[src/rtl/fst_in_port_if.sv]
// ============================================================================
// Module      : fst_in_port_if
// Description : Operator-input bundle between the fst core and the input
//               port: raw switch/button lines, read strobe, and FIFO status.
// Revision    : 1.0 - initial release
// ============================================================================
`default_nettype none

interface fst_in_port_if #(
  parameter int DATA_W = 16,
  parameter int DEPTH  = 4
);
  logic [DATA_W-1:0]        sw_in;
  logic                     btn_n_in;
  logic                     rd_req;
  logic                     clr_ovf;
  logic [DATA_W-1:0]        in_dat;
  logic                     in_valid;
  logic                     fifo_full;
  logic [$clog2(DEPTH):0]   fifo_count;
  logic                     overflow;

  // Core / board side: drives the raw inputs and strobes, observes the FIFO
  modport master (
    output sw_in, btn_n_in, rd_req, clr_ovf,
    input  in_dat, in_valid, fifo_full, fifo_count, overflow
  );

  // Port side: the fst_in_port block itself
  modport slave (
    input  sw_in, btn_n_in, rd_req, clr_ovf,
    output in_dat, in_valid, fifo_full, fifo_count, overflow
  );
endinterface

`default_nettype wire

[src/rtl/fst_in_port.sv]
// ============================================================================
// Module      : fst_in_port
// Description : Operator input port for the fst core. Synchronizes and
//               debounces a push-button; each accepted press captures the
//               switch bank into a FIFO whose head is presented on in_dat
//               with a valid / read-strobe handshake.
//               Optional feature macro: FST_IN_AUTOREPEAT_EN (auto-repeat
//               while the button is held, period REPEAT_CYC).
// Revision    : 1.0 - initial release
// ============================================================================
`default_nettype none

module fst_in_port #(
  parameter int DATA_W       = 16,
  parameter int DEPTH        = 4,
  parameter int DEBOUNCE_CYC = 50000,
  parameter int REPEAT_CYC   = 500000
) (
  input  wire logic          clk_in,
  input  wire logic          reset_n_in,
  fst_in_port_if.slave       bus
);

  localparam int PTR_W = $clog2(DEPTH);
  localparam int CNT_W = $clog2(DEPTH) + 1;
  localparam int DEB_W = $clog2(DEBOUNCE_CYC + 1);

  localparam logic [CNT_W-1:0] c_depth    = CNT_W'(DEPTH);
  localparam logic [CNT_W-1:0] c_cnt_one  = CNT_W'(1);
  localparam logic [PTR_W-1:0] c_ptr_one  = PTR_W'(1);
  localparam logic [DEB_W-1:0] c_deb_one  = DEB_W'(1);
  localparam logic [DEB_W-1:0] c_deb_last = DEB_W'(DEBOUNCE_CYC - 1);

  // Reject configurations the pointer arithmetic and debounce counter cannot handle
  if ((DEPTH < 2) || ((DEPTH & (DEPTH - 1)) != 0) || (DEBOUNCE_CYC < 2) ||
      (REPEAT_CYC < 1)) begin : g_param_check
    $error("fst_in_port: illegal DEPTH/DEBOUNCE_CYC/REPEAT_CYC");
  end

  typedef enum logic [1:0] {
    ST_RELEASED     = 2'd0,
    ST_PRESS_WAIT   = 2'd1,
    ST_PRESSED      = 2'd2,
    ST_RELEASE_WAIT = 2'd3
  } state_t;

  // --------------------------------------------------------------------------
  // Synchronizers
  // --------------------------------------------------------------------------
  logic [1:0]        r_btn_sync;
  logic [DATA_W-1:0] r_sw_meta;
  logic [DATA_W-1:0] r_sw_s;
  logic              w_btn_s;

  assign w_btn_s = r_btn_sync[1];

  // Two-flop synchronizers; the button idles high (released)
  always_ff @(posedge clk_in) begin
    if (!reset_n_in) begin
      r_btn_sync <= 2'b11;
      r_sw_meta  <= '0;
      r_sw_s     <= '0;
    end else begin
      r_btn_sync <= {r_btn_sync[0], bus.btn_n_in};
      r_sw_meta  <= bus.sw_in;
      r_sw_s     <= r_sw_meta;
    end
  end

  // --------------------------------------------------------------------------
  // Debounce FSM. The debounced level is implied by the state: it is high in
  // RELEASED / PRESS_WAIT and low in PRESSED / RELEASE_WAIT.
  // --------------------------------------------------------------------------
  state_t            r_state;
  logic [DEB_W-1:0]  r_deb_cnt;
  logic              r_press_ev;

`ifdef FST_IN_AUTOREPEAT_EN
  localparam int RPT_W = $clog2(REPEAT_CYC + 1);
  localparam logic [RPT_W-1:0] c_rpt_last = RPT_W'(REPEAT_CYC - 1);
  logic [RPT_W-1:0]  r_rpt_cnt;
`endif

  // Debounce state machine; emits a one-cycle press event on accepted presses
  always_ff @(posedge clk_in) begin
    if (!reset_n_in) begin
      r_state    <= ST_RELEASED;
      r_deb_cnt  <= '0;
      r_press_ev <= 1'b0;
`ifdef FST_IN_AUTOREPEAT_EN
      r_rpt_cnt  <= '0;
`endif
    end else begin
      r_press_ev <= 1'b0;
      case (r_state)
        ST_RELEASED: begin
          if (!w_btn_s) begin
            r_state   <= ST_PRESS_WAIT;
            r_deb_cnt <= c_deb_one;
          end
        end
        ST_PRESS_WAIT: begin
          if (w_btn_s) begin
            r_state   <= ST_RELEASED;
            r_deb_cnt <= '0;
          end else if (r_deb_cnt == c_deb_last) begin
            r_state    <= ST_PRESSED;
            r_deb_cnt  <= '0;
            r_press_ev <= 1'b1;
`ifdef FST_IN_AUTOREPEAT_EN
            r_rpt_cnt  <= '0;
`endif
          end else begin
            r_deb_cnt <= r_deb_cnt + c_deb_one;
          end
        end
        ST_PRESSED: begin
          if (w_btn_s) begin
            r_state   <= ST_RELEASE_WAIT;
            r_deb_cnt <= c_deb_one;
`ifdef FST_IN_AUTOREPEAT_EN
            r_rpt_cnt <= '0;
          end else if (r_rpt_cnt == c_rpt_last) begin
            r_rpt_cnt  <= '0;
            r_press_ev <= 1'b1;
          end else begin
            r_rpt_cnt <= r_rpt_cnt + RPT_W'(1);
`endif
          end
        end
        ST_RELEASE_WAIT: begin
          if (!w_btn_s) begin
            r_state   <= ST_PRESSED;
            r_deb_cnt <= '0;
          end else if (r_deb_cnt == c_deb_last) begin
            r_state   <= ST_RELEASED;
            r_deb_cnt <= '0;
          end else begin
            r_deb_cnt <= r_deb_cnt + c_deb_one;
          end
        end
        default: begin
          r_state   <= ST_RELEASED;
          r_deb_cnt <= '0;
        end
      endcase
    end
  end

  // --------------------------------------------------------------------------
  // FIFO
  // --------------------------------------------------------------------------
  logic [DATA_W-1:0] r_mem [DEPTH];
  logic [PTR_W-1:0]  r_wr_ptr;
  logic [PTR_W-1:0]  r_rd_ptr;
  logic [CNT_W-1:0]  r_count;
  logic [DATA_W-1:0] r_in_dat;
  logic              r_valid;
  logic              r_full;
  logic              r_overflow;

  logic              w_pop;
  logic              w_push;
  logic              w_drop;
  logic [CNT_W-1:0]  w_cnt_nxt;
  logic [PTR_W-1:0]  w_rd_nxt;
  logic [DATA_W-1:0] w_head_nxt;

  // A pop frees a slot, so a press arriving with a pop is accepted even when full
  assign w_pop    = bus.rd_req && r_valid;
  assign w_push   = r_press_ev && (!r_full || w_pop);
  assign w_drop   = r_press_ev && r_full && !w_pop;
  assign w_rd_nxt = w_pop ? (r_rd_ptr + c_ptr_one) : r_rd_ptr;

  // Next occupancy and next head word, so in_dat can be registered
  always_comb begin
    w_cnt_nxt  = r_count;
    w_head_nxt = '0;
    if (w_push && !w_pop) begin
      w_cnt_nxt = r_count + c_cnt_one;
    end else if (w_pop && !w_push) begin
      w_cnt_nxt = r_count - c_cnt_one;
    end
    if (w_cnt_nxt != '0) begin
      // A single remaining entry that is being written now is not in memory yet
      if (w_push && (w_cnt_nxt == c_cnt_one)) begin
        w_head_nxt = r_sw_s;
      end else begin
        w_head_nxt = r_mem[w_rd_nxt];
      end
    end
  end

  // Storage array: written at the tail on an accepted press
  always_ff @(posedge clk_in) begin
    if (w_push) begin
      r_mem[r_wr_ptr] <= r_sw_s;
    end
  end

  // Pointers, occupancy, registered head and status flags
  always_ff @(posedge clk_in) begin
    if (!reset_n_in) begin
      r_wr_ptr   <= '0;
      r_rd_ptr   <= '0;
      r_count    <= '0;
      r_in_dat   <= '0;
      r_valid    <= 1'b0;
      r_full     <= 1'b0;
      r_overflow <= 1'b0;
    end else begin
      if (w_push) begin
        r_wr_ptr <= r_wr_ptr + c_ptr_one;
      end
      r_rd_ptr <= w_rd_nxt;
      r_count  <= w_cnt_nxt;
      r_in_dat <= w_head_nxt;
      r_valid  <= (w_cnt_nxt != '0);
      r_full   <= (w_cnt_nxt == c_depth);
      // A drop wins over a simultaneous clear
      if (w_drop) begin
        r_overflow <= 1'b1;
      end else if (bus.clr_ovf) begin
        r_overflow <= 1'b0;
      end
    end
  end

  assign bus.in_dat     = r_in_dat;
  assign bus.in_valid   = r_valid;
  assign bus.fifo_full  = r_full;
  assign bus.fifo_count = r_count;
  assign bus.overflow   = r_overflow;

endmodule

`default_nettype wire

[src/flat_wrapper.sv]
// flat-port wrapper written by rule: the top's interface ports become plain ports
module fst_in_port_flat 
#(
  parameter int DATA_W       = 16,
  parameter int DEPTH        = 4,
  parameter int DEBOUNCE_CYC = 50000,
  parameter int REPEAT_CYC   = 500000
)
  (clk_in, reset_n_in, bus_sw_in, bus_btn_n_in, bus_rd_req, bus_clr_ovf, bus_in_dat, bus_in_valid, bus_fifo_full, bus_fifo_count, bus_overflow);
  fst_in_port_if #(.DATA_W(DATA_W), .DEPTH(DEPTH)) bus_i ();
  input  wire logic clk_in;
  input  wire logic reset_n_in;
  input wire logic [$bits(bus_i.sw_in)-1:0] bus_sw_in;
  input wire logic [$bits(bus_i.btn_n_in)-1:0] bus_btn_n_in;
  input wire logic [$bits(bus_i.rd_req)-1:0] bus_rd_req;
  input wire logic [$bits(bus_i.clr_ovf)-1:0] bus_clr_ovf;
  output wire logic [$bits(bus_i.in_dat)-1:0] bus_in_dat;
  output wire logic [$bits(bus_i.in_valid)-1:0] bus_in_valid;
  output wire logic [$bits(bus_i.fifo_full)-1:0] bus_fifo_full;
  output wire logic [$bits(bus_i.fifo_count)-1:0] bus_fifo_count;
  output wire logic [$bits(bus_i.overflow)-1:0] bus_overflow;
  assign bus_i.sw_in = bus_sw_in;
  assign bus_i.btn_n_in = bus_btn_n_in;
  assign bus_i.rd_req = bus_rd_req;
  assign bus_i.clr_ovf = bus_clr_ovf;
  assign bus_in_dat = bus_i.in_dat;
  assign bus_in_valid = bus_i.in_valid;
  assign bus_fifo_full = bus_i.fifo_full;
  assign bus_fifo_count = bus_i.fifo_count;
  assign bus_overflow = bus_i.overflow;
  fst_in_port #(.DATA_W(DATA_W), .DEPTH(DEPTH), .DEBOUNCE_CYC(DEBOUNCE_CYC), .REPEAT_CYC(REPEAT_CYC)) u_core (.clk_in(clk_in), .reset_n_in(reset_n_in), .bus(bus_i));
endmodule
[config.mk]
export PLATFORM = sky130hd
export DESIGN_NAME = fst_in_port_flat
export DESIGN_NICKNAME = d
export VERILOG_FILES = /design/src/rtl/fst_in_port_if.sv /design/src/rtl/fst_in_port.sv /design/src/flat_wrapper.sv
export SDC_FILE = /design/constraint.sdc
export NUM_CORES = 1
export LEC_CHECK = 0
export BUFFER_PORTS_ARGS = -buffer_cell sky130_fd_sc_hd__buf_2
export CAP_MARGIN = 20
export CELL_PAD_IN_SITES_DETAIL_PLACEMENT = 2
export CELL_PAD_IN_SITES_GLOBAL_PLACEMENT = 2
export CORE_ASPECT_RATIO = 0.7
export CORE_MARGIN = 3
export CORE_UTILIZATION = 29
export CTS_CLUSTER_SIZE = 24
export DETAILED_ROUTE_END_ITERATION = 8
export PLACE_DENSITY_LB_ADDON = 0.1
export SLEW_MARGIN = 20
export SYNTH_ARGS = -nofsm -noshare
export SYNTH_HDL_FRONTEND = slang
export SYNTH_SLANG_ARGS = --single-unit
[constraint.sdc]
create_clock -name clk_in -period 1.7 [get_ports clk_in]
set_input_delay 0.085 -clock clk_in [delete_from_list [all_inputs] [get_ports clk_in]]
set_output_delay 0.085 -clock clk_in [all_outputs]
set_load 0.05 [all_outputs]
======== After elaboration in Yosys (flattened, before gate mapping) ========
Memory sizes are Yosys's and may differ from the RTL's.
Index checks and enable logic that the tools add are counted.
word-level totals
  memory bits (writable) .................. 64
  bits in registers ....................... 79
  word-level logic and storage cells ...... 71
  memories kept ........................... 1
  output and inout bits ................... 22
operators by class
  add/subtract/negate cells ............... 5
  equality and inequality tests ........... 10
  muxes and demuxes ....................... 22
  bitwise operators ....................... 2
  reduce and logical (&&, ||, !) cells .... 18
memories
  name          depth  width  rd ports  clocked after memory_dff  write ports  RTL line            text
  u_core.r_mem  4      16     1         0                         1            fst_in_port.sv:153  logic [DATA_W-1:0] r_mem [DEPTH];
operators with widths
  cell                                                 count
  2-to-1 mux 16 bit                                    6
  one-hot mux 16 bit (4 select lines)                  1
  adder 16 x 1 -> 16 bit, second input constant        1
  equality test 16 bit, second input constant          1
  2-to-1 mux 2 bit                                     7
  one-hot mux 2 bit (4 select lines)                   1
  logical AND 1 bit                                    7
  2-to-1 mux 3 bit                                     2
  2-to-1 mux 1 bit                                     5
  adder 2 x 1 -> 2 bit, second input constant          2
  equality test 2 bit, second input constant           2
  AND reduction 2 bit                                  2
  AND reduction 4 bit                                  1
  adder 3 x 1 -> 3 bit, second input constant          1
  equality test 3 x 1 -> 1 bit, second input constant  1
  equality test 3 bit, second input constant           1
  logical NOT 1 bit                                    3
  != test 3 x 1 -> 1 bit, second input constant        1
  != test 3 bit, second input constant                 1
  nonzero test 3 bit                                   1
  OR reduction 3 bit                                   1
  subtractor 3 x 1 -> 3 bit, second input constant     1
  equality test 2 x 1 -> 1 bit, second input constant  1
  logical NOT 2 bit                                    1
  5 further kinds                                      6

======== Logic depth before layout (Yosys ltp) ========
  depth after elaboration ................. 10
  gate-level depth with buffers ........... 8

======== Worst setup path before layout ========
No wires, ideal clock.
  path kind ............................... register to register
  start point ............................. register u_core.r_valid (netlist: u_core.bus.in_valid)
  end point ............................... memory u_core.r_mem[0][0], enable pin
  setup slack ............................. -0.610 ns
  data arrival time ....................... 1.936 ns
  clock period less this slack ............ 2.310 ns
  setup time .............................. 0.374 ns
  cell stages (with the launch flop) ...... 5
  path through ............................ dfxtp_1 > nand2_2 > buf_2 > a21boi_1 > and2_1
between the ends
  cells in the longest elaborated chain, start to end .. 5
RTL lines
  element                                 RTL line            text
  from (decl)                             fst_in_port.sv:158  logic r_valid;
  from (signal assigned)                  fst_in_port.sv:218  r_valid <= (w_cnt_nxt != '0);
  logical AND 1 bit                       fst_in_port.sv:170  assign w_pop = bus.rd_req && r_valid;
  logical OR 1 bit                        fst_in_port.sv:171  assign w_push = r_press_ev && (!r_full || w_pop);
  logical AND 1 bit                       fst_in_port.sv:171
  2-to-1 mux 1 bit                        fst_in_port.sv:196  if (w_push) begin
  2-to-1 mux 1 bit (implied by the code)  fst_in_port.sv:197  r_mem[r_wr_ptr] <= r_sw_s;
  to (decl)                               fst_in_port.sv:153
Every way passes these cells.

======== Worst setup path in the final report ========
  start point ............................. register u_core.r_count[0] (netlist: u_core.bus.fifo_count[0])
  end point ............................... register u_core.r_in_dat[11] (netlist: u_core.bus.in_dat[11])
between the ends
  cells in the longest elaborated chain, start to end .. 6
  elaborated cells on any way between the ends .. 9
RTL lines
  element                       RTL line            text
  from (decl)                   fst_in_port.sv:156  logic [CNT_W-1:0] r_count;
  from (signal assigned)        fst_in_port.sv:216  r_count <= w_cnt_nxt;
  subtractor 3 x 1 -> 3 bit     fst_in_port.sv:182  w_cnt_nxt = r_count - c_cnt_one;
  2-to-1 mux 3 bit              fst_in_port.sv:181  end else if (w_pop && !w_push) begin
  2-to-1 mux 3 bit (*)          fst_in_port.sv:179  if (w_push && !w_pop) begin
  equality test 3 x 1 -> 1 bit  fst_in_port.sv:186  if (w_push && (w_cnt_nxt == c_cnt_one)) begin
  logical AND 1 bit             fst_in_port.sv:186
  2-to-1 mux 16 bit             fst_in_port.sv:186
  to (signal assigned)          fst_in_port.sv:217  r_in_dat <= w_head_nxt;
  to (decl)                     fst_in_port.sv:157  logic [DATA_W-1:0] r_in_dat;
Every way passes the cells marked *; elsewhere a longest branch is shown, timed or not.
A chain may end at the register's enable or synchronous reset.

==> results.sh <==
export IMPL_grt_most_used_layer="met2"
export IMPL_grt_max_degree=50
export IMPL_skew_ps=9.90
export IMPL_ys_top_cells_by_area="edfxtp_1, dfxtp_1, and2_1"
export IMPL_dp_cells=846
export IMPL_placed_area_mm2=0.00690
export IMPL_drive_above_1_share=0.278
export IMPL_outcome="finished, violations left"
export IMPL_cellInternalPower_mw=6.92
export IMPL_grtUsageMet2=0.246
export IMPL_first_global_vias=4875
export IMPL_die_area_mm2=0.0224
export IMPL_cts_buffers_inserted=17
export IMPL_hold_depth=3
export IMPL_cp_required_ps=2030
export IMPL_gp_congestion=0.749
export IMPL_antenna_found_initial=0
export IMPL_num_rows=43
export IMPL_post_route_period_util=1.10
export IMPL_ys_flop_type="dfxtp_1"
export IMPL_routed_wl_um=17800
export IMPL_initial_utilization=0.299
export IMPL_holdPathEnd="u_core.r_deb_cnt[0]"
export IMPL_diodes=0
export IMPL_maxSlewViolCount=0
export IMPL_grt_setup_unrepaired="yes"
export IMPL_grt_pass1_wl_um=27400
export IMPL_synth_fp_nets=551
export IMPL_async_reset_ff_frac=0
export IMPL_dr_pass1_iters=4
export IMPL_netSwitchingPower_mw=3.51
export IMPL_ios=43
export IMPL_clk_pin_slew_ps=70
export IMPL_path_max_fanout=8
export IMPL_power_leakage_nw=2.90
export IMPL_cts_root_buf="clkbuf_16"
export IMPL_synth_area_per_cell_um2=11.4
export IMPL_ff2ff_path_depth=9
export IMPL_yosys_area_top_type="edfxtp_1"
export IMPL_maxCapViolations=0
export IMPL_fmax_mhz=532
export IMPL_drc_errors=0
export IMPL_clock_path_buffers=2
export IMPL_yosysMostFrequentCell="dfxtp_1"
export IMPL_num_nets_final=647
export IMPL_drt_iter0_markers=281
export IMPL_ys_seq_elements=143
export IMPL_reg2reg_slack_ps=-180
export IMPL_worst_pin_slew_ps=348
export IMPL_clock_latency_ps=420
export IMPL_period_needed_ps=1880
export IMPL_use_met1=0.223
export IMPL_relSlewSlack=0.761
export IMPL_r2r_end="u_core.bus.in_dat[11]"
export IMPL_seq_power_share=0.388
export IMPL_clkSinkCount=143
export IMPL_reg2reg_from="u_core.bus.fifo_count[0]"
export IMPL_yosysSeqAreaShare=0.586
export IMPL_crit_arrival_ps=2210
export IMPL_use_met3=0.0344
export IMPL_setup_ws_ps=-178
export IMPL_start_kind="flop"
export IMPL_synthTopCellsByCount="dfxtp_1, edfxtp_1, and2_1"
export IMPL_fin_cells=902
export IMPL_synth_top_cell_area_share=0.321
export IMPL_ys_warn_count=0
export IMPL_violations="setup timing"
export IMPL_fin_setup_tns_ps=-2830
export IMPL_grt_usage=0.159
export IMPL_netlist_area_mm2=0.00598
export IMPL_critical_path_class="reg2reg"
export IMPL_hold_violations=0
export IMPL_die_w_um=178
export IMPL_gr_total_overflow=0
export IMPL_area_growth_pct=31.7
export IMPL_vias_per_cell=5.06
export IMPL_h_tree_depth=4
export IMPL_hold_path_startpoint="reset_n_in"
export IMPL_wl_per_cell_um=19.8
export IMPL_pwr_share_clk=0.358
export IMPL_powerDensity_mw_per_mm2=1330
export IMPL_p_comb_frac=0.254
export IMPL_vias=4560
export IMPL_numPortBuffers=42
export IMPL_die_h_um=126
export IMPL_ir_drop_mv=0.579
export IMPL_drtAntennaViolNets=0
export IMPL_cp_end_kind="flop"
export IMPL_ys_types=61
export IMPL_power_switching_share=0.337
export IMPL_synthCells=523
export IMPL_min_path_type="in2reg"
export IMPL_dpl_hpwl_um=11500
export IMPL_tritoncts="built"
export IMPL_final_area_mm2=0.00787
export IMPL_synth_edf_count=64
export IMPL_core_area_mm2=0.0200
export IMPL_finalSetupViolCount=17
## cells in the final DEF, fill, tap and decap left out, types with 18 or more instances in the layout
cell / count
dfxtp_1: 73
o21ai_0: 21
a31oi_1: 34
dlygate4sd3_1: 18
nor2_1: 38
and2_1: 40
buf_4: 41
buf_2: 42
mux2i_1: 18
clkbuf_16: 19
edfxtp_1: 64
## routing by layer
layer / vias to the layer above / part of all wire
met2: 74 / 0.45
met4: 0 / 0.0099
li1: 2147 / -
met1: 2327 / 0.50
met5: - / 0
met3: 12 / 0.035
## cell type report
type | count | area [um2]
Timing Repair Buffer | 116 | 1000
Clock inverter | 15 | 160
Tap cell | 270 | 338
Multi-Input combinational cell | 333 | 2400
Sequential cell | 143 | 3520
Clock buffer | 17 | 425
Inverter | 8 | 30.0
Fill cell | 2081 | 12100
## registers in the layout, indices dropped and copies added, names as in the netlist, named ones only
name,count
u_core.bus.fifo_count,3
u_core.bus.fifo_full,1
u_core.bus.in_dat,16
u_core.bus.in_valid,1
u_core.bus.overflow,1
u_core.r_btn_sync,2
u_core.r_deb_cnt,16
u_core.r_mem,64
u_core.r_press_ev,1
u_core.r_rd_ptr,2
u_core.r_state,1
u_core.r_sw_meta,16
u_core.r_sw_s,16
u_core.r_wr_ptr,2
## cell families (layout without fill, tap and decap cells)
logic type	count (synthesis)	count (layout)	share of synthesized area
DFF	143	143	0.586
and+or+nand+nor	165	165	0.156
buffers and inverters	47	156	0.0360
xor gates and xnor gates	7	7	0.0103
adders and majority gates	7	7	0.0146
AOI/OAI and AO/OA	134	134	0.163
muxes	20	20	0.0339
## worst max-delay path, cell delays in order (launching register included)
cell and delay (ps):
dfxtp_4 360, inv_2 40, ha_2 160, and4b_1 220, a22o_4 300, o22ai_4 170
buf_12 150, clkbuf_16 160, nor2_1 50, a211oi_1 170
## power by group through the flow
stage	clock network (mW)	registers, mW	logic (mW)
after floorplan	0	4.87	1.01
after global placement	0	4.12	2.45
after detailed placement	0	4.12	2.51
after CTS	3.83	4.06	2.56
after global routing	3.98	4.09	2.83
final	3.73	4.05	2.65
## stage by stage
| step | hold slack, ps | power [mW] | worst slack (ps) | util |
|---|---|---|---|---|
| after global placement | 266 | 6.57 | -48.2 | 0.345 |
| after global routing | 194 | 10.9 | -249 | 0.393 |
| final | 185 | 10.4 | -178 | 0.393 |
| after floorplan | 186 | 5.88 | -107 | - |
| after detailed placement | 290 | 6.64 | -162 | 0.345 |
| after CTS | 171 | 10.5 | -133 | 0.384 |
## worst max path at each step
| stage | depth (start not counted) | endpoint | startpoint |
|---|---|---|---|
| 2_1_floorplan | 7 | u_core.bus.in_dat[4] | u_core.bus.fifo_count[0] |
| 3_3_place_gp | 8 | u_core.bus.in_dat[0] | u_core.bus.fifo_count[0] |
| 3_5_place_dp | 8 | u_core.bus.in_dat[15] | u_core.bus.fifo_count[1] |
| 4_1_cts | 8 | u_core.bus.in_dat[13] | u_core.bus.fifo_count[0] |
| 5_1_grt | 8 | u_core.bus.in_dat[14] | u_core.bus.fifo_count[0] |
| 6_report | 9 | u_core.bus.in_dat[11] | u_core.bus.fifo_count[0] |
## timing repair
item	4_1_cts	5_1_grt
gates resized for setup	6	23
buffers inserted	0	3
hold buffers	18	0
setup endpoints to repair	31	27
cloned	0	3
endpoints found under the hold margin	18	0
pin swaps	0	4
Note: power is estimated with default switching activity, not from simulation.
